## src/rtl/okeysched.sv

```systemverilog
// okeysched: AES-128 round-key streamer feeding a one-round-per-cycle cipher.
// Decrypt expands forward to rk10, then walks the inverse schedule back to rk0.
module okeysched (
  input  logic         clk,
  input  logic         reset,
  input  logic         start,
  input  logic         dir,
  input  logic [127:0] key,
  output logic [127:0] roundKey,
  output logic         cstart,
  output logic         kvalid,
  output logic         done,
  output logic         busy
);
  typedef enum logic [1:0] {IDLE, PRIME, EXPAND, STREAM} state_t;
  localparam logic [7:0] SBOX [256] = '{
    8'h63,8'h7c,8'h77,8'h7b,8'hf2,8'h6b,8'h6f,8'hc5,8'h30,8'h01,8'h67,8'h2b,8'hfe,8'hd7,8'hab,8'h76,
    8'hca,8'h82,8'hc9,8'h7d,8'hfa,8'h59,8'h47,8'hf0,8'had,8'hd4,8'ha2,8'haf,8'h9c,8'ha4,8'h72,8'hc0,
    8'hb7,8'hfd,8'h93,8'h26,8'h36,8'h3f,8'hf7,8'hcc,8'h34,8'ha5,8'he5,8'hf1,8'h71,8'hd8,8'h31,8'h15,
    8'h04,8'hc7,8'h23,8'hc3,8'h18,8'h96,8'h05,8'h9a,8'h07,8'h12,8'h80,8'he2,8'heb,8'h27,8'hb2,8'h75,
    8'h09,8'h83,8'h2c,8'h1a,8'h1b,8'h6e,8'h5a,8'ha0,8'h52,8'h3b,8'hd6,8'hb3,8'h29,8'he3,8'h2f,8'h84,
    8'h53,8'hd1,8'h00,8'hed,8'h20,8'hfc,8'hb1,8'h5b,8'h6a,8'hcb,8'hbe,8'h39,8'h4a,8'h4c,8'h58,8'hcf,
    8'hd0,8'hef,8'haa,8'hfb,8'h43,8'h4d,8'h33,8'h85,8'h45,8'hf9,8'h02,8'h7f,8'h50,8'h3c,8'h9f,8'ha8,
    8'h51,8'ha3,8'h40,8'h8f,8'h92,8'h9d,8'h38,8'hf5,8'hbc,8'hb6,8'hda,8'h21,8'h10,8'hff,8'hf3,8'hd2,
    8'hcd,8'h0c,8'h13,8'hec,8'h5f,8'h97,8'h44,8'h17,8'hc4,8'ha7,8'h7e,8'h3d,8'h64,8'h5d,8'h19,8'h73,
    8'h60,8'h81,8'h4f,8'hdc,8'h22,8'h2a,8'h90,8'h88,8'h46,8'hee,8'hb8,8'h14,8'hde,8'h5e,8'h0b,8'hdb,
    8'he0,8'h32,8'h3a,8'h0a,8'h49,8'h06,8'h24,8'h5c,8'hc2,8'hd3,8'hac,8'h62,8'h91,8'h95,8'he4,8'h79,
    8'he7,8'hc8,8'h37,8'h6d,8'h8d,8'hd5,8'h4e,8'ha9,8'h6c,8'h56,8'hf4,8'hea,8'h65,8'h7a,8'hae,8'h08,
    8'hba,8'h78,8'h25,8'h2e,8'h1c,8'ha6,8'hb4,8'hc6,8'he8,8'hdd,8'h74,8'h1f,8'h4b,8'hbd,8'h8b,8'h8a,
    8'h70,8'h3e,8'hb5,8'h66,8'h48,8'h03,8'hf6,8'h0e,8'h61,8'h35,8'h57,8'hb9,8'h86,8'hc1,8'h1d,8'h9e,
    8'he1,8'hf8,8'h98,8'h11,8'h69,8'hd9,8'h8e,8'h94,8'h9b,8'h1e,8'h87,8'he9,8'hce,8'h55,8'h28,8'hdf,
    8'h8c,8'ha1,8'h89,8'h0d,8'hbf,8'he6,8'h42,8'h68,8'h41,8'h99,8'h2d,8'h0f,8'hb0,8'h54,8'hbb,8'h16};
  localparam logic [7:0] RCON [16] = '{8'h00,8'h01,8'h02,8'h04,8'h08,8'h10,8'h20,8'h40,
                                       8'h80,8'h1b,8'h36,8'h00,8'h00,8'h00,8'h00,8'h00};
  state_t       state_q;
  logic [127:0] key_q, key_d;
  logic [3:0]   cnt_q, ridx;
  logic         dir_q, cstart_q, kvalid_q, done_q, inv;
  logic [31:0]  w0, w1, w2, w3, sub_in, rot, sub, n0;
  // The single SubWord serves both directions: inverse feeds it w3^w2 (the recovered w3 of rk(i-1)).
  always_comb begin
    inv = dir_q && state_q == STREAM;
    ridx = inv ? cnt_q : cnt_q + 4'd1;
    {w0, w1, w2, w3} = key_q;
    sub_in = inv ? w3 ^ w2 : w3;
    rot = {sub_in[23:0], sub_in[31:24]};
    sub = {SBOX[rot[31:24]], SBOX[rot[23:16]], SBOX[rot[15:8]], SBOX[rot[7:0]]};
    n0 = w0 ^ sub ^ {RCON[ridx], 24'h0};
    key_d = inv ? {n0, w1 ^ w0, w2 ^ w1, w3 ^ w2} : {n0, w1 ^ n0, w2 ^ w1 ^ n0, w3 ^ w2 ^ w1 ^ n0};
  end
  always_ff @(posedge clk or negedge reset) begin
    if (!reset) begin
      state_q <= IDLE;
      key_q <= '0;
      cnt_q <= '0;
      dir_q <= 1'b0;
      cstart_q <= 1'b0;
      kvalid_q <= 1'b0;
      done_q <= 1'b0;
    end else begin
      case (state_q)
        IDLE: if (start) begin
          key_q <= key;
          dir_q <= dir;
          cnt_q <= '0;
          cstart_q <= !dir;
          state_q <= dir ? EXPAND : PRIME;
        end
        PRIME: begin
          cstart_q <= 1'b0;
          kvalid_q <= 1'b1;
          state_q <= STREAM;
        end
        EXPAND: begin
          key_q <= key_d;
          cnt_q <= cnt_q + 4'd1;
          if (cnt_q == 4'd9) begin
            cstart_q <= 1'b1;
            kvalid_q <= 1'b1;
            state_q <= STREAM;
          end
        end
        STREAM: begin
          cstart_q <= 1'b0;
          if (done_q) begin
            kvalid_q <= 1'b0;
            done_q <= 1'b0;
            state_q <= IDLE;
          end else begin
            key_q <= key_d;
            cnt_q <= dir_q ? cnt_q - 4'd1 : cnt_q + 4'd1;
            done_q <= dir_q ? cnt_q == 4'd1 : cnt_q == 4'd9;
          end
        end
        default: state_q <= IDLE;
      endcase
    end
  end
  assign roundKey = key_q;
  assign cstart = cstart_q;
  assign kvalid = kvalid_q;
  assign done = done_q;
  assign busy = state_q != IDLE;
endmodule

```

## config.mk

```make
export PLATFORM = sky130hd
export DESIGN_NAME = okeysched
export DESIGN_NICKNAME = d
export VERILOG_FILES = /design/src/rtl/okeysched.sv
export SDC_FILE = /design/constraint.sdc
export NUM_CORES = 1
export LEC_CHECK = 0
export ABC_AREA = 1
export CORE_ASPECT_RATIO = 1.4
export CORE_MARGIN = 1
export CORE_UTILIZATION = 30
export DETAILED_ROUTE_END_ITERATION = 8
export DONT_BUFFER_PORTS = 1
export PLACE_DENSITY = 0.47
export SETUP_SLACK_MARGIN = 0.2
export SLEW_MARGIN = 10
export SYNTH_ARGS = -nofsm -noshare
export SYNTH_HDL_FRONTEND = slang
export SYNTH_SLANG_ARGS = --single-unit
```

## constraint.sdc

```tcl
create_clock -name clk -period 7 [get_ports clk]
set_input_delay 1.05 -clock clk [delete_from_list [all_inputs] [get_ports clk]]
set_output_delay 1.05 -clock clk [all_outputs]
set_load 0.05 [all_outputs]
```

==> results of run 1 <==
## metrics by stage
| stage | area [um2] | hold slack [ns] | util | std cells |
|---|---|---|---|---|
| floorplan | 23500 | 0.554 | - | 4399 |
| detailed placement | 23800 | 0.618 | 0.307 | 5220 |
| CTS | 24400 | 0.197 | 0.315 | 5252 |
| global route | 24500 | 0.210 | 0.315 | 5255 |
| finish | 24500 | 0.232 | 0.315 | 5255 |
| global placement | 23800 | 0.608 | 0.307 | 5220 |
## layout by cell type (no fill, tap or decap), types with 22 or more instances in the layout
| cell type | instances |
|---|---|
| a21oi_1 | 107 |
| buf_4 | 42 |
| dfrtp_1 | 138 |
| ha_1 | 62 |
| inv_1 | 279 |
| nand2_1 | 1690 |
| nand2_2 | 52 |
| nand3_1 | 1292 |
| nand3_2 | 22 |
| nand4_1 | 32 |
| nor2_1 | 117 |
| o21ai_0 | 94 |
| o21ai_1 | 32 |
| o22ai_1 | 27 |
| xnor2_1 | 39 |
| xor2_1 | 48 |
## sequential cells by signal (all words and copies together) (netlist names)
signal	count
roundKey	128
state_q	2
cstart	1
done	1
dir_q	1
cnt_q	4
kvalid	1
## synth_stat cells (all sizes together), types with 5 or more instances
cell    number
xnor2       39
ha          62
inv        293
nand2     1751
nand3b       9
clkinv       5
xor2        48
a21oi      113
or2          7
o211ai      12
o22ai       27
nand4       32
clkbuf      86
nand3     1317
nor2       124
nor3         6
dfrtp      138
buf        180
o21ai      139
## cell type report
class | count | area [um2]
multi-input cells | 3697 | 17600
clock inverters | 15 | 190
diodes | 3 | 7.51
repair buffers | 42 | 315
fillers | 9071 | 53200
well taps | 1045 | 1310
clock buffers | 17 | 425
inverters | 298 | 1130
flip-flops and latches | 138 | 3450
## critical path: cells and delay by family, from the launching register on
family	cells	cell delay [ns]
flops	1	0.38
buf+inv	2	0.93
compound gates	1	0.06
fa+ha+maj	1	0.36
simple gates	15	3.58
## worst max-delay path by stage
stage / from / to / slack, ns / depth (start not counted)
5_1_grt: state_q[0]$_DFFE_PN0P_ / roundKey[52]$_DFFE_PN0P_ / 1.15 / 19
3_5_place_dp: state_q[0]$_DFFE_PN0P_ / roundKey[52]$_DFFE_PN0P_ / 1.68 / 19
2_1_floorplan: state_q[0]$_DFFE_PN0P_ / roundKey[39]$_DFFE_PN0P_ / 3.77 / 24
4_1_cts: state_q[0]$_DFFE_PN0P_ / roundKey[52]$_DFFE_PN0P_ / 1.65 / 19
6_report: state_q[0]$_DFFE_PN0P_ / roundKey[52]$_DFFE_PN0P_ / 1.48 / 19
3_3_place_gp: state_q[0]$_DFFE_PN0P_ / roundKey[85]$_DFFE_PN0P_ / 1.71 / 21
## cell families (layout without fill, tap and decap cells)
| kind of cell | after synthesis | count (layout) | share of synthesized area |
|---|---|---|---|
| adders and majority gates | 62 | 62 | 0.0330 |
| and+or+nand+nor | 3247 | 3247 | 0.609 |
| other | 0 | 3 | 0 |
| buffers and inverters | 564 | 372 | 0.106 |
| xor gates and xnor gates | 87 | 87 | 0.0324 |
| AOI/OAI and AO/OA | 301 | 301 | 0.0724 |
| DFF | 138 | 138 | 0.147 |
## per-layer routing
| layer | global-route usage | vias up | wire, um |
|---|---|---|---|
| li1 | - | 14124 | - |
| met1 | 0.346 | 13880 | 45700 |
| met2 | 0.488 | 1644 | 56100 |
| met3 | 0.0565 | 452 | 9920 |
| met4 | 0.188 | 0 | 8000 |
| met5 | 0 | - | 0 |
==> results_dict.tcl, run 1 <==
set metrics [dict create \
    run_status "completed" \
    postSynth.asyncResetShare 1.00 \
    start_util 0.303 \
    period_needed_ns 5.52 \
    htree_levels 4 \
    cts_made_buffers 17 \
    worst_pin_slew_ns 1.19 \
    fmax_mhz 181 \
    place_ws_ns 1.68 \
    nNetsFinal 4388 \
    critPathCaptureType "register" \
    place.gp.congestion 1.05 \
    hpwl_mm 84.6 \
    syn2layout_area_growth_pct 4.01 \
    cts_resized 0 \
    crit_chain "ha_1, nand2_8, inv_6, buf_4, nand3_2, nand2_1, nand2_1, nand3_1, nand3_1, nand3_1, nand3_1, nand3_1, nand2_1, nand2_1, nand3_1, nand2_1, nand3_1, nand2_1, o21ai_1" \
    setup_violations 0 \
    grt_pass1_wl_mm 180 \
    grt_pass1_vias 28483 \
    synthFlopType "dfrtp_1" \
    ys_seq_area_frac 0.147 \
    yosys_warnings 0 \
    portBuffers 0 \
    critPathLaunchType "register" \
    required_ns 7.38 \
    first_iter_violations 3593 \
    r2r_cells 19 \
    rsz0062_at_grt "false" \
    via_per_inst 5.73 \
    routedWlPerCell_um 22.8 \
    synth-edff-count 0 \
    cts_root_buffer "clkbuf_16" \
    fin_tns_setup_ns 0 \
    drv_slew 0 \
    regToRegSetupSlack_ns 1.48 \
    synth_top_area_share 0.275 \
    critPathMostFrequentCell "nand3_1" \
    final.setup_skew_ns 0.0183 \
    r2r-end "roundKey[52]$_DFFE_PN0P_" \
    vias 30100 \
    crit_arrival_ns 5.90 \
    cap_violations 0 \
    cts_hold_buf 0 \
    postCtsSetupBuffers 0 \
    dieArea_um2 79500 \
    cts_tree "done" \
    yosysTopAreaCell "nand3_1" \
    path_clk_slew_ns 0.07 \
    num_rows 121 \
    synth_seq_cells 138 \
    fin_ws_ns 1.48 \
    clock_path_buffers 2 \
    io_pins 264 \
    synthesis.nets 4593 \
    netlist_area_um2 23500 \
    path_class "reg -> reg" \
    fp.dieW_um 239 \
    firstDrtPassIters 7 \
    core_um2 77700 \
    overflow 0 \
    worstHoldPathType "in -> async" \
    netlist_top_cells_area "nand3_1, nand2_1, dfrtp_1, inv_1, ha_1" \
    relSlewSlack 0.208 \
    cp_max_fo 56 \
    postRouteAntennaNets 0 \
    insertion_delay_ns 0.52 \
    hold_viol_final 0 \
    drc 0 \
    wl_mm 120 \
    post_route_cells_drive_above_1_share 0.0487 \
    syn_inst 4399 \
    max_stage_delay_ns 0.83 \
    grtUsageTotal 0.295 \
    crit_slowest_cell "nand2_1" \
    r2r_start "state_q[0]$_DFFE_PN0P_" \
    grt_max_degree 139 \
    synth_cell_types 45 \
    antenna_found_initial 3 \
    clock_sinks 138 \
    syn_avg_cell_area_um2 5.35 \
    die_y_um 333 \
    fin_crit_sh 0.789 \
]
Power of run 1 is not shown: default switching activity piles up to over one toggle a cycle in this logic, so the estimate is an artifact.
==> run 2: changes to the inputs <==
--- a/config.mk
+++ b/config.mk
@@ -11,7 +11,7 @@
 export CORE_UTILIZATION = 30
 export DETAILED_ROUTE_END_ITERATION = 8
 export DONT_BUFFER_PORTS = 1
-export PLACE_DENSITY = 0.47
+export PLACE_DENSITY = 0.48
 export SETUP_SLACK_MARGIN = 0.2
 export SLEW_MARGIN = 10
 export SYNTH_ARGS = -nofsm -noshare
==> constraint.sdc (replaced) <==
create_clock -name clk -period 5.04 [get_ports clk]
set_input_delay 0.756 -clock clk [delete_from_list [all_inputs] [get_ports clk]]
set_output_delay 0.756 -clock clk [all_outputs]
set_load 0.05 [all_outputs]
==> results_dict.tcl, run 2 (synthesis gave the netlist of run 1 again) <==
set metrics [dict create \
    run_status "completed" \
    crit_buf_inv 3 \
    hold_viol_final 0 \
    crit_slowest_cell "nand2_1" \
    grt_pass1_wl_mm 193 \
    fin_crit_sh 0.898 \
    critPathLaunchType "register" \
    htree_levels 4 \
    critPathTopFamily "simple AND/OR/NAND/NOR gates" \
    clock_sinks 138 \
    clock_path_buffers 2 \
    worstHoldPathType "in -> async" \
    num_rows 121 \
    critPathCaptureType "register" \
    required_ns 5.44 \
    grt_max_degree 139 \
    nNetsFinal 4444 \
    fin_tns_setup_ns 0 \
    seq_area_um2 3450 \
    setup_violations 0 \
    rsz0062_at_grt "true" \
    drv_slew 0 \
    critPathMostFrequentCell "nand2_1" \
    via_per_inst 5.77 \
    crit_arrival_ns 4.93 \
    insertion_delay_ns 0.52 \
    busiest_layer "met2" \
    crit_chain "ha_1, nand2_8, inv_8, buf_4, nand3_1, nand2_1, ha_1, inv_1, nand2_1, nand3_2, nand3_1, nand3_1, nand3_1, nand2_1, nand2_1, nand2_1, nand2_1, nand3_1, nand3_1, nand3_1, nand2_1, nand2_1" \
    fmax_mhz 221 \
    nFillCells 9050 \
    final.setup_skew_ns 0.0182 \
    met3_usage 0.0603 \
    final_common_cell "nand2_1" \
    cp_max_fo 33 \
    io_pins 264 \
    core_um2 77700 \
    die_y_um 333 \
    use_met2 0.540 \
    relSlewSlack 0.248 \
    portBuffers 0 \
    met1_usage 0.362 \
    cap_violations 0 \
    grtUsageTotal 0.322 \
    postCtsSetupBuffers 0 \
    wl_mm 131 \
    first_iter_violations 3215 \
    postRouteAntennaNets 0 \
    cts_made_buffers 17 \
    firstDrtPassIters 6 \
    drc 0 \
    dieArea_um2 79500 \
    syn2layout_area_growth_pct 6.20 \
    max_stage_delay_ns 0.46 \
    antenna_found_initial 5 \
    period_needed_ns 4.53 \
    post_route_cells_drive_above_1_share 0.0615 \
    grt_pass1_vias 29155 \
    routedWlPerCell_um 24.6 \
    multiInputGateArea_um2 17600 \
    largest_register_ffs 128 \
    layout_common_cells "nand2_1, nand3_1, inv_1" \
    place.gp.congestion 1.03 \
    fp.dieW_um 239 \
    vias 30625 \
    worst_pin_slew_ns 1.12 \
    path_clk_slew_ns 0.07 \
    cts_tree "done" \
    start_util 0.303 \
    cts_root_buffer "clkbuf_16" \
    hpwl_mm 95.1 \
    overflow 0 \
    path_class "reg -> reg" \
]
run 2: cell count changes in the layout (fill, tap and decap cells not counted), sizes merged:
cell    delta
buf       +56
inv        +5
bufinv     -3
clkinv     -2
diode      -2
run 2: cell type report:
class                           instances  area share
Sequential cell                       138       0.138
Multi-Input combinational cell       3697       0.706
Inverter                              298      0.0454
Antenna cell                            1    0.000100
Timing Repair Buffer                   98      0.0346
Clock buffer                           17      0.0170
Clock inverter                         15     0.00601
Tap cell                             1045      0.0524
run 2: path summary, 6_finish.rpt:
check / slack [ns] / cells after the start / from / end
min in group clk: 0.35 / 1 / start / dir_q$_DFFE_PN0P_
max in group asynchronous: 4.00 / 1 / reset / roundKey[101]$_DFFE_PN0P_
max reg2reg: 0.51 / 22 / state_q[0]$_DFFE_PN0P_ / roundKey[85]$_DFFE_PN0P_
max: 0.51 / 22 / state_q[0]$_DFFE_PN0P_ / roundKey[85]$_DFFE_PN0P_
min reg2reg: 0.55 / 2 / roundKey[17]$_DFFE_PN0P_ / roundKey[17]$_DFFE_PN0P_
min: 0.17 / 1 / reset / roundKey[48]$_DFFE_PN0P_
run 2: per-layer routing:
layer  share of wire  vias to the layer above
met1            0.37                    14217
met5         0.00025                        -
met2            0.47                     1688
met4           0.079                        6
met3           0.077                      485
li1                -                    14229
run 2: stage by stage:
stage          utilization  setup WS (ns)  std cells  area (um2)  hold WS (ns)
2_1_floorplan            -           1.81       4399       23500         0.460
3_3_place_gp         0.313          0.276       5275       24300         0.468
3_5_place_dp         0.313          0.338       5275       24300         0.468
4_1_cts              0.321          0.327       5308       24900         0.270
5_1_grt              0.322          0.192       5309       25000         0.242
6_report             0.322          0.513       5309       25000         0.166
run 2: worst register-to-register path, delay by kind of cell, from the launching register on:
family                   cells  cell delay, ns
adder cells (fa/ha/maj)      2            0.69
buffers and inverters        3            0.71
flip-flops                   1            0.38
AND/OR/NAND/NOR             17            2.65
run 2: timing repair:
action                     in CTS  in global routing
hold buffers                    1                  0
hold endpoints to repair      138                  0
resized for setup               0                  7
setup endpoints to repair       0                 44
Power of run 2 is left out for the same reason.
